`src/rtl/mem_arbiter.sv`:
```
// Single-port memory arbiter sharing one unified memory between instruction
// fetch and data access, with data priority and a bounded fetch-starvation streak.
//
// state  | meaning
// IDLE   | no access in flight; requests sampled here
// BUSY_I | fetch access issued to memory, waiting for mem_ack_i
// BUSY_D | data access issued to memory, waiting for mem_ack_i
// RESP_I | one-cycle if_ack_o pulse
// RESP_D | one-cycle dm_ack_o pulse
module mem_arbiter #(
    parameter int ADDR_W     = 32,
    parameter int DATA_W     = 32,
    parameter int STREAK_MAX = 4
) (
    input  logic              clk_i,
    input  logic              rst_i,

    input  logic              if_req_i,
    input  logic [ADDR_W-1:0] if_addr_i,
    output logic [DATA_W-1:0] if_data_o,
    output logic              if_ack_o,

    input  logic              dm_req_i,
    input  logic              dm_we_i,
    input  logic [ADDR_W-1:0] dm_addr_i,
    input  logic [DATA_W-1:0] dm_wdata_i,
    output logic [DATA_W-1:0] dm_rdata_o,
    output logic              dm_ack_o,

    output logic              stall_o,

    output logic              mem_req_o,
    output logic              mem_we_o,
    output logic [ADDR_W-1:0] mem_addr_o,
    output logic [DATA_W-1:0] mem_wdata_o,
    input  logic [DATA_W-1:0] mem_rdata_i,
    input  logic              mem_ack_i
);

    localparam int              SW         = $clog2(STREAK_MAX + 1);
    localparam logic [SW-1:0]   STREAK_LIM = SW'(STREAK_MAX);

    typedef enum logic [2:0] {
        IDLE,
        BUSY_I,
        BUSY_D,
        RESP_I,
        RESP_D
    } state_t;

    state_t        state;
    state_t        state_nx;
    logic [SW-1:0] streak;
    logic [SW-1:0] streak_nx;
    logic          grant_i;
    logic          grant_d;
    logic          busy_done;

    assign busy_done = ((state == BUSY_I) || (state == BUSY_D)) && mem_ack_i;

    always_comb begin
        state_nx  = state;
        streak_nx = streak;
        grant_i   = 1'b0;
        grant_d   = 1'b0;

        case (state)
            IDLE: begin
                // Data wins unless a waiting fetch has already been passed over STREAK_MAX times.
                if (dm_req_i && !(if_req_i && (streak == STREAK_LIM))) begin
                    grant_d  = 1'b1;
                    state_nx = BUSY_D;
                end else if (if_req_i) begin
                    grant_i  = 1'b1;
                    state_nx = BUSY_I;
                end
            end
            BUSY_I: if (mem_ack_i) state_nx = RESP_I;
            BUSY_D: if (mem_ack_i) state_nx = RESP_D;
            RESP_I: state_nx = IDLE;
            RESP_D: state_nx = IDLE;
            default: state_nx = IDLE;
        endcase

        if (grant_i) begin
            streak_nx = '0;
        end else if (grant_d) begin
            if (!if_req_i) begin
                streak_nx = '0;
            end else if (streak != STREAK_LIM) begin
                streak_nx = streak + SW'(1);
            end
        end
    end

    always_ff @(posedge clk_i or posedge rst_i) begin
        if (rst_i) begin
            state  <= IDLE;
            streak <= '0;
        end else begin
            state  <= state_nx;
            streak <= streak_nx;
        end
    end

    always_ff @(posedge clk_i or posedge rst_i) begin
        if (rst_i) begin
            mem_req_o   <= 1'b0;
            mem_we_o    <= 1'b0;
            mem_addr_o  <= '0;
            mem_wdata_o <= '0;
            if_data_o   <= '0;
            dm_rdata_o  <= '0;
        end else begin
            if (grant_d) begin
                mem_req_o   <= 1'b1;
                mem_we_o    <= dm_we_i;
                mem_addr_o  <= dm_addr_i;
                mem_wdata_o <= dm_wdata_i;
            end else if (grant_i) begin
                mem_req_o   <= 1'b1;
                mem_we_o    <= 1'b0;
                mem_addr_o  <= if_addr_i;
                mem_wdata_o <= '0;
            end else if (busy_done) begin
                mem_req_o <= 1'b0;
                mem_we_o  <= 1'b0;
            end

            if (busy_done && (state == BUSY_I)) begin
                if_data_o <= mem_rdata_i;
            end
            // Writes leave the last read data untouched.
            if (busy_done && (state == BUSY_D) && !mem_we_o) begin
                dm_rdata_o <= mem_rdata_i;
            end
        end
    end

    assign if_ack_o = (state == RESP_I);
    assign dm_ack_o = (state == RESP_D);
    assign stall_o  = (if_req_i & ~if_ack_o) | (dm_req_i & ~dm_ack_o);

endmodule

```
`config.mk`:
```
export PLATFORM = sky130hd
export DESIGN_NAME = mem_arbiter
export DESIGN_NICKNAME = d
export VERILOG_FILES = /design/src/rtl/mem_arbiter.sv
export SDC_FILE = /design/constraint.sdc
export NUM_CORES = 1
export LEC_CHECK = 0
export CAP_MARGIN = 40
export CORE_AREA = 5 5 121 123
export CTS_BUF_LIST = sky130_fd_sc_hd__clkbuf_8
export DETAILED_ROUTE_END_ITERATION = 7
export DIE_AREA = 0 0 126 128
export PLACE_DENSITY = 0.79
export SLEW_MARGIN = 20
export SYNTH_ARGS = -nofsm -noshare
export SYNTH_HDL_FRONTEND = slang
export SYNTH_SLANG_ARGS = --single-unit
```
`constraint.sdc`:
```
create_clock -name clk_i -period 4.99 [get_ports clk_i]
set_input_delay 0.499 -clock clk_i [delete_from_list [all_inputs] [get_ports clk_i]]
set_output_delay 0.499 -clock clk_i [all_outputs]
set_load 0.05 [all_outputs]
```
== Word-level counts from Yosys, hierarchy flattened ==
Index checks and enable logic that the tools add are counted.

* Memory bits (writable): 0
* Bits in registers: 136
* Word-level logic and storage cells: 61
* Memory bits (read-only): 0
* Memories: 0
* Bits in latches: 0
* Output and inout bits: 133

* Add/sub/neg operators: 1
* Muxes and demuxes: 23
* Bitwise gates (word level): 5
* Multiply operators: 0
* $lt $le $gt $ge: 0
* Shift operators: 0
* Eq/ne operators: 10
* Reduce and logical (&&, ||, !) cells: 14
* Div/mod/pow operators: 0

{| class="wikitable"
|+ Operator list
! cell !! count
|-
| 32-bit 2-to-1 mux || 4
|-
| 3-bit 2-to-1 mux || 8
|-
| 1-bit 2-to-1 mux || 10
|-
| 3-bit case mux with 3 select lines || 1
|-
| 3-bit by 2-bit equality test with 1-bit output, second input constant || 2
|-
| 3-bit equality test, second input constant || 2
|-
| 1-bit logical AND || 6
|-
| 3-bit != test, second input constant || 2
|-
| 2-bit != test, second input constant || 2
|-
| 3-bit by 1-bit adder with 3-bit output, second input constant || 1
|-
| 3-bit by 1-bit equality test with 1-bit output, second input constant || 1
|-
| 3-bit zero test || 1
|-
| 3-bit by 1-bit != test with 1-bit output, second input constant || 1
|-
| 3-bit AND reduction || 1
|-
| 3-bit nonzero test || 1
|-
| 1-bit bitwise AND || 2
|-
| 1-bit zero test || 2
|-
| 1-bit NOT || 2
|-
| 2-bit AND reduction || 1
|-
| 2-bit nonzero test || 1
|-
| 1-bit logical OR || 1
|-
| 1-bit bitwise OR || 1
|}

== Longest topological paths before layout ==
Gate-level depths: netlist of run 1.

* Depth in word-level cells: 8
* Depth in mapped cells: 7

== Least setup slack after synthesis of run 1 ==
Ideal clock, no wire load.

* Kind: input to output
* Start: in dm_req_i
* End: out stall_o
* Data arrival time: 1.879 ns
* Setup slack: 2.612 ns
* Stages on the path: 4
* Path through: buf_2 clkinv_1 clkbuf_1 o22ai_1

* Word-level cells in the longest chain between the ends: 2

{| class="wikitable"
|+ RTL lines
! item !! line !! text
|-
| start: declaration || 23 || <nowiki>input logic dm_req_i,</nowiki>
|-
| 1-bit bitwise AND || 142 || <nowiki>assign stall_o = (if_req_i & ~if_ack_o) | (dm_req_i & ~dm_ack_o);</nowiki>
|-
| 1-bit bitwise OR || 142 ||
|-
| end: declaration || 30 || <nowiki>output logic stall_o,</nowiki>
|}

No other way between the ends.

== Final worst setup path of run 1 ==
Ends and elaborated chain as after synthesis.

==> summary.txt, run 1 <==
Place
  • Placed instance area: 0.00851 mm^2
  • Hpwl dp: 12500 um
  • Post-Place Cells: 861
  • Port Buffers: 266
  • Routability Congestion: 0.844

Synthesis
  • Mapped cell area: 0.00568 mm^2
  • Top cell type's share of synthesized area: 59.9%
  • #FFs+latches synth: 136
  • Avg Cell Area, Syn: 12.7 um^2
  • Yosys cell types: 36
  • Area contributors post-synth: dfrtp_1, mux2_2, a22o_1
  • Dominant cell type by area after synthesis: dfrtp_1
  • Sequential fraction of the synthesis area: 59.9%
  • Syn Nets: 583
  • Synth warn: 0
  • Synth Instances: 447

Power
  • NetSw: 3430 uW
  • P per Cell Area: 790 mW/mm^2
  • Logic pwr share: 59.1%
  • Pleak: 0.00366 uW
  • Internal power: 3620 uW
  • Sw frac: 48.6%
  • Peak supply drop: 0.000340 V
  • Sequential share of power: 27.7%
  • Power share of the clock group: 13.2%

Layout
  • Fin nets: 836
  • Commonest cells after routing, fill and taps aside: clkdlybuf4s50_1, dfrtp_1, mux2_2
  • Finished Cell Area: 0.00892 mm^2
  • Sequential cell area: 0.00340 mm^2
  • Fin cells: 892
  • Layout area overhead: 56.9%
  • Fin util: 65.8%
  • Multi-input gate area: 0.00205 mm^2
  • Inserted Diodes: 0
  • Layout cells sized above 1: 15.3%
  • Most common cell after layout, fill and taps aside: clkdlybuf4s50_1
  • FILL cells: 1063

Global routing
  • Pin count of the biggest net entering global routing: 56
  • Vias in the first global route: 5018
  • Antenna violations before repair: 1
  • Gr usage total: 21.2%
  • First-pass GRT wire length: 27300 um
  • GR Overflow Total: 0

Clocking
  • CTS tree: built
  • Clock Sink Count: 136
  • CTS buffer count: 17
  • Post-CTS setup repair buffer count: 0
  • Later-pin clock latency in the skew report: 420 ps
  • Clock Path Buffers: 2
  • Post-cts hold buffer count: 0
  • Worst-path clk slew: 70 ps
  • H-tree depth: 4
  • PostCTS Resize Cnt: 0
  • Root Buffer: clkbuf_8

Setup path
  • Bufs and invs on worst path: 5
  • CP Cell Sequence: clkdlybuf4s50_1 -> buf_4 -> clkinv_1 -> buf_4 -> o22ai_1 -> buf_4
  • Worst path most repeated cell: buf_4
  • Startpoint Class: primary input
  • CP Data Required Time: 4490 ps
  • CP Class: in2out
  • Max stage delay on crit path: 460 ps
  • Crit path DAT: 2190 ps
  • Slowest cell on crit path: clkdlybuf4s50_1
  • Largest fanout on the critical path: 37
  • CP Capture Type: output pin
  • Delay-heaviest family, CP: buffers and inverters

STA
  • Worst slew margin: 53.5%
  • Share of the clock period used by the worst path: 53.9%
  • Skew final: 10.8 ps
  • Fmax: 371 MHz
  • Fin Setup TNS: 0 ps
  • Slew at the pin closest to its max-slew limit: 697 ps
  • Final Max Slew Viols: 0
  • Final hold violation count: 0
  • Final worst path period need: 2690 ps
  • Fin Hold WS: 470 ps
  • RSZ-0062 raised after global routing: false
  • Final setup fails: 0

Floorplanning
  • Die ar.: 0.0161 mm^2
  • Die Width: 126 um
  • Die Ht: 128 um
  • Core ar.: 0.0136 mm^2
  • Row Count: 43
  • Number of top-level pins: 267
  • Starting Density: 41.9%

Run
  • Max_cap viols: 0

Detailed routing
  • Detail Route Antenna Nets: 0
  • Drt first pass iters: 5
  • Initial DRC Count: 319
  • DR vias/cell: 5.36
  • Total number of vias: 4780
  • Routed Wire Length: 16900 um
  • DR WL/cell: 19.0 um
  • DRC: 0

Run status
  • Outcome: finished, final reports clean

Worst hold path
  • Worst min-delay path class: in2async
## flip-flops by register name, indices dropped and copies added, names as in the netlist
register and flops:
mem_we_o 1, if_data_o 32, state 3, mem_req_o 1, streak 3, mem_wdata_o 32
mem_addr_o 32, dm_rdata_o 32
## Yosys cell counts (all sizes together)
library cell	n
nand2b	2
dfrtp	136
nor3b	1
clkinv	1
a32o	2
buf	22
a21oi	36
xor2	1
nor3	3
a31o	1
or3	1
inv	6
or2	1
a31oi	33
and4bb	1
and3	1
mux2	64
o21ai	1
ha	2
and2	1
nand2	3
o22ai	1
a22o	32
o32ai	1
a21o	1
o21a	1
nand3	33
nor2b	1
o31ai	32
nor2	5
clkbuf	21
## final cells by class
class | count | area share [%]
clock buffer | 17 | 2.62
tap | 180 | 2.53
timing repair buffer | 277 | 31.4
clock inverter | 14 | 1.94
sequential | 136 | 38.2
inverter | 7 | 0.351
multi-input combinational | 261 | 23.0
## logic make-up (layout without fill, tap and decap cells)
family / count (synthesis) / in the layout / share of synthesized area (%)
AO/OA/AOI/OAI: 141 / 141 / 17.1
XOR/XNOR: 1 / 1 / 0.154
adder cells (fa/ha/maj): 2 / 2 / 0.440
buffers and inverters: 50 / 315 / 4.40
flip-flops: 136 / 136 / 59.9
multiplexers: 64 / 64 / 12.7
AND/OR/NAND/NOR: 53 / 53 / 5.33
## power by group through the flow
| stage | registers [uW] | logic, uW | clock network, uW |
|---|---|---|---|
| finish | 1950 | 4170 | 927 |
| global route | 2020 | 4350 | 1010 |
| CTS | 1950 | 4200 | 954 |
| detailed placement | 1970 | 4200 | 0 |
| global placement | 1940 | 4090 | 0 |
| floorplan | 3650 | 1060 | 0 |
## routing by layer
layer  GRT usage (%)  vias up  routed length (um)
met5               0        -                  13
met3            6.29       22                1240
li1                -     2180                   -
met1            27.3     2342                6920
met4            6.75        2                 294
met2            34.6      234                8440
## worst reg2reg max path: cells and delay by family (launching register included)
kind,cells,cell delay [ps]
DFF,1,530
AOI/OAI and AO/OA,1,160
and+or+nand+nor,2,1210
buffers and inverters,1,260
## path summary, 6_finish.rpt
check | from | slack (ps) | to | depth (start not counted)
setup / recovery | dm_req_i | 2300 | stall_o | 6
hold / removal | rst_i | 470 | dm_rdata_o[23] | 2
setup reg to reg | state[1] | 2780 | mem_wdata_o[22] | 4
hold reg to reg | dm_rdata_o[23] | 490 | dm_rdata_o[23] | 1
max in group asynchronous | rst_i | 3390 | if_data_o[8] | 4
min in group clk_i | dm_rdata_o[23] | 490 | dm_rdata_o[23] | 1
## metrics by stage
stage	total power (uW)	setup WS (ps)
floorplan	4710	852
global placement	6030	1700
detailed placement	6170	1960
CTS	7110	2310
global route	7380	2190
finish	7050	2300
(Power assumes the default switching activity.)
==> inputs of run 2 (changes only) <==
- clock period: 4.99 -> 2.58 ns (I/O delays scaled with it)
==> run 2 against run 1 <==
Net effect: via count increased by 0.42%; critical path depth decreased by 2; utilization up 0.51 points; routed wire length fell by 0.37%; design area increased by 0.77%; worst setup slack worse by 2100 ps; register-to-register slack worse by 2100 ps; clock power is 100% higher; critical endpoint is now dm_ack_o.
==> summary.txt, run 2 (synthesized netlist as in run 1, its figures left out) <==
Global routing
  • Pin count of the biggest net entering global routing: 137
  • First-pass GRT wire length: 26700 um
  • Antenna violations before repair: 0
  • Gr usage total: 20.7%
  • GR Overflow Total: 0
  • Vias in the first global route: 5112

Run
  • Max_cap viols: 0

Clocking
  • PostCTS Resize Cnt: 0
  • Later-pin clock latency in the skew report: 430 ps
  • H-tree depth: 4
  • Clock Sink Count: 136
  • Root Buffer: clkbuf_8
  • Worst-path clk slew: 80 ps
  • Post-cts hold buffer count: 0
  • CTS tree: built
  • CTS buffer count: 17
  • Clock Path Buffers: 2
  • Post-CTS setup repair buffer count: 0

STA
  • Fmax: 419 MHz
  • RSZ-0062 raised after global routing: false
  • Final setup fails: 0
  • Final worst path period need: 2380 ps
  • Fin Hold WS: 403 ps
  • Share of the clock period used by the worst path: 92.4%
  • Slew at the pin closest to its max-slew limit: 677 ps
  • Worst slew margin: 54.9%
  • Final hold violation count: 0
  • Final Max Slew Viols: 0
  • Fin Setup TNS: 0 ps
  • Skew final: 12.3 ps

Power
  • Internal power: 7130 uW
  • Pleak: 0.00369 uW
  • P per Cell Area: 1530 mW/mm^2
  • Power share of the clock group: 13.7%
  • Sequential share of power: 27.1%
  • Sw frac: 48.2%
  • Peak supply drop: 0.000651 V
  • NetSw: 6630 uW
  • Logic pwr share: 59.2%

Setup path
  • Startpoint Class: flop
  • Reg2reg setup slack: 660 ps
  • Reg-to-Reg End: mem_wdata_o[25]
  • Slowest cell on crit path: clkdlybuf4s50_1
  • Largest fanout on the critical path: 8
  • CP Data Required Time: 2320 ps
  • CP Cell Sequence: buf_4 -> nor2_1 -> and2_1 -> clkdlybuf4s50_1
  • CP Capture Type: output pin
  • Worst reg2reg startpoint: streak[0]
  • Max stage delay on crit path: 840 ps
  • FF-to-FF path depth: 6
  • CP Class: reg2out
  • Crit path DAT: 2130 ps

Worst hold path
  • Min-Delay Endpoint: mem_addr_o[5]
  • Worst min-delay path class: in2reg
  • Hold Crit Start: if_addr_i[5]
  • Hold-critical path depth: 3

Detailed routing
  • Drt first pass iters: 7
  • DRC: 0
  • DR WL/cell: 18.7 um
  • Initial DRC Count: 297
  • Total number of vias: 4800
  • Detail Route Antenna Nets: 0
  • DR vias/cell: 5.33
  • Routed Wire Length: 16900 um

Floorplanning
  • Core ar.: 0.0136 mm^2
  • Die Width: 126 um
  • Starting Density: 41.9%
  • Number of top-level pins: 267
  • Die Ht: 128 um
  • Row Count: 43
  • Die ar.: 0.0161 mm^2

Layout
  • FILL cells: 1057
  • Layout area overhead: 58.2%
  • Fin util: 66.3%
  • Layout cells sized above 1: 16.1%
  • Inserted Diodes: 0
  • Most common cell after layout, fill and taps aside: clkdlybuf4s50_1
  • Fin nets: 843
  • Fin cells: 900
  • Commonest cells after routing, fill and taps aside: clkdlybuf4s50_1, dfrtp_1, mux2_2

Place
  • Hpwl dp: 12400 um
  • Port Buffers: 266
  • Post-Place Cells: 868
  • Routability Congestion: 0.804

Run status
  • Outcome: finished, final reports clean
==> run 2: power by group through the flow <==
| stage | Clock, uW | Combinational, uW | Sequential [uW] |
|---|---|---|---|
| 2_1_floorplan | 0 | 2050 | 7050 |
| 3_3_place_gp | 0 | 8050 | 3720 |
| 4_1_cts | 1930 | 8210 | 3740 |
| 5_1_grt | 2040 | 8490 | 3870 |
| 6_report | 1880 | 8140 | 3730 |
| 3_5_place_dp | 0 | 8200 | 3760 |
==> run 2: layout make-up <==
type | count | area (um^2) | area share (%)
clock buffer | 20 | 275 | 3.06
sequential | 136 | 3400 | 37.9
multi-input combinational | 261 | 2050 | 22.8
clock inverter | 12 | 164 | 1.82
timing repair buffer | 284 | 2840 | 31.6
tap | 180 | 225 | 2.51
inverter | 7 | 30.0 | 0.334
==> run 2: how the worst max path moves through the flow <==
| stage | start | endpoint | depth (start not counted) |
|---|---|---|---|
| finish | state[1] | dm_ack_o | 4 |
| global route | state[1] | dm_ack_o | 4 |
| CTS | state[1] | dm_ack_o | 4 |
| detailed placement | dm_req_i | mem_wdata_o[11] | 6 |
| global placement | dm_req_i | streak[1] | 4 |
| floorplan | state[1] | stall_o | 4 |
==> run 2: layer usage <==
layer | up-vias | share of wire, % | global-route usage, % | wire length (um)
li1 | 2195 | - | - | -
met1 | 2330 | 40 | 25.0 | 6660
met2 | 234 | 50 | 34.6 | 8390
met3 | 41 | 7.4 | 6.00 | 1240
met4 | 0 | 3.3 | 9.34 | 554
met5 | - | 0 | 0 | 0
==> run 2: per-stage QoR <==
| stage | worst slack, ps | total power [uW] | instance area (um^2) |
|---|---|---|---|
| 2_1_floorplan | 609 | 9100 | 5690 |
| 3_3_place_gp | 219 | 11800 | 8530 |
| 3_5_place_dp | 429 | 12000 | 8550 |
| 4_1_cts | 149 | 13900 | 8990 |
| 5_1_grt | 79.3 | 14400 | 8990 |
| 6_report | 195 | 13800 | 8990 |
==> run 2: worst max-delay path, delay by kind of cell (launching register included) <==
kind | cells | cell delay, ps
simple gates | 2 | 310
flops | 1 | 380
buf+inv | 2 | 1020
==> inputs of run 3 (changes only) <==
- CORE_AREA: 5 5 121 123 -> 3 3 119 121
- DIE_AREA: 0 0 126 128 -> 0 0 122 124
==> run 3 against run 2 <==
Net effect: final cell count fell by 0.78%; sequential share of layout area rose by 0.23 points; utilization rose by 1.4 points; die area fell by 6.2%; count of clock-buffer cells in the layout did not move; clock power fell by 9%; critical path depth fell by 1; worst setup slack improved by 15 ps; design area fell by 0.61%; total power fell by 1.5%; fmax rose by 0.63%; critical endpoint unchanged; largest cell class unchanged.
==> summary.txt, run 3 (synthesized netlist as in run 1, its figures left out) <==
Layout
  • Layout cells sized above 1: 15.5%
  • Commonest cells after routing, fill and taps aside: clkdlybuf4s50_1, dfrtp_1, mux2_2
  • Finished Cell Area: 0.00893 mm^2
  • Layout area overhead: 57.2%
  • Fin nets: 840
  • Inserted Diodes: 0
  • Most common cell after layout, fill and taps aside: clkdlybuf4s50_1

Power
  • Peak supply drop: 0.000928 V
  • Internal power: 6980 uW
  • Total power: 13600 uW
  • Logic pwr share: 59.6%
  • NetSw: 6580 uW
  • Sw frac: 48.5%
  • Pleak: 0.00368 uW
  • P per Cell Area: 1520 mW/mm^2
  • Power share of the clock group: 12.7%
  • Sequential share of power: 27.7%

STA
  • Worst slew margin: 53.3%
  • Final hold violation count: 0
  • Share of the clock period used by the worst path: 91.9%
  • Slew at the pin closest to its max-slew limit: 698 ps
  • Final setup fails: 0
  • Final worst path period need: 2370 ps
  • Fmax: 422 MHz
  • RSZ-0062 raised after global routing: false
  • Fin Hold WS: 294 ps
  • Final Max Slew Viols: 0
  • Setup ws final: 210 ps
  • Skew final: 10.7 ps
  • Fin Setup TNS: 0 ps

Setup path
  • Crit path DAT: 2110 ps
  • CP Cell Sequence: nor2_1 -> and2_1 -> clkdlybuf4s50_1
  • Max stage delay on crit path: 840 ps
  • Delay-heaviest family, CP: buffers and inverters
  • Startpoint Class: flop
  • Bufs and invs on worst path: 1
  • Largest fanout on the critical path: 9
  • CP Class: reg2out
  • CP Data Required Time: 2320 ps
  • Slowest cell on crit path: clkdlybuf4s50_1
  • CP Capture Type: output pin

Place
  • Placed instance area: 0.00853 mm^2
  • Port Buffers: 266
  • Pre-CTS setup slack: 448 ps
  • Hpwl dp: 12100 um
  • Routability Congestion: 0.808

Detailed routing
  • DRC: 0
  • Routed Wire Length: 16500 um
  • DR WL/cell: 18.5 um
  • Total number of vias: 4713
  • Initial DRC Count: 281
  • Detail Route Antenna Nets: 0
  • DR vias/cell: 5.28
  • Drt first pass iters: 5

Clocking
  • Clock Path Buffers: 2
  • CTS buffer count: 17
  • Root Buffer: clkbuf_8
  • Worst-path clk slew: 80 ps
  • H-tree depth: 4
  • Later-pin clock latency in the skew report: 420 ps
  • Post-cts hold buffer count: 0
  • Post-CTS setup repair buffer count: 0
  • PostCTS Resize Cnt: 0
  • Clock Sink Count: 136
  • CTS tree: built

Run status
  • Outcome: finished, final reports clean

Floorplanning
  • Number of top-level pins: 267
  • Row Count: 42
  • Die Ht: 124 um
  • Starting Density: 43.1%
  • Die ar.: 0.0151 mm^2
  • Core ar.: 0.0132 mm^2
  • Die Width: 122 um

Worst hold path
  • Worst min-delay path class: in2async

Global routing
  • Gr usage total: 21.6%
  • First-pass GRT wire length: 25400 um
  • Vias in the first global route: 4854
  • GR Overflow Total: 0
  • Pin count of the biggest net entering global routing: 51
  • Antenna violations before repair: 0

Run
  • Max_cap viols: 0
run 3: cell types whose count changed in the layout (fill, tap and decap cells not counted):
| cell | previous run | this run |
|---|---|---|
| buf_12 | 3 | 4 |
| clkinv_2 | 0 | 3 |
| clkinvlp_4 | 5 | 3 |
| bufinv_16 | 3 | 2 |
| inv_6 | 3 | 2 |
| buf_4 | 15 | 11 |
| inv_1 | 5 | 7 |
| clkinv_4 | 2 | 1 |
run 3: metrics by stage:
step / instances / util [%]
finish: 893 / 67.7
global route: 893 / 67.7
CTS: 893 / 67.7
detailed placement: 861 / 64.7
global placement: 860 / 64.6
floorplan: 447 / -
run 3: layout make-up:
type | instances | area (um^2)
Clock inverter | 12 | 124
Fill cell | 1010 | 4260
Inverter | 7 | 30.0
Timing Repair Buffer | 281 | 2830
Multi-Input combinational cell | 261 | 2050
Clock buffer | 20 | 275
Sequential cell | 136 | 3400
Tap cell | 176 | 220
run 3: power groups by stage:
stage | combinational (uW) | clock, uW | sequential, uW
after floorplan | 2050 | 0 | 7050
after CTS | 8150 | 1760 | 3760
after global placement | 7980 | 0 | 3740
after global routing | 8450 | 1850 | 3890
after detailed placement | 8140 | 0 | 3780
final | 8080 | 1720 | 3750
run 3: layer usage:
| metal | part of all wire, % | track usage [%] | wire length, um |
|---|---|---|---|
| met1 | 39 | 26.0 | 6520 |
| met2 | 51 | 37.3 | 8450 |
| met3 | 7.4 | 5.77 | 1230 |
| met4 | 2.0 | 8.19 | 331 |
| met5 | 0 | 0 | 0 |
run 3: worst paths after layout:
| path | endpoint | depth (start not counted) | slack [ps] | from |
|---|---|---|---|---|
| worst max-delay path | dm_ack_o | 3 | 210 | state[1] |
| worst min-delay path | dm_rdata_o[13] | 2 | 290 | rst_i |
| worst max register to register | mem_addr_o[8] | 5 | 550 | state[1] |
| worst min register to register | mem_req_o | 1 | 480 | mem_req_o |
| max in group asynchronous | mem_wdata_o[4] | 3 | 1610 | rst_i |
| min in group clk_i | mem_addr_o[14] | 3 | 410 | if_addr_i[14] |
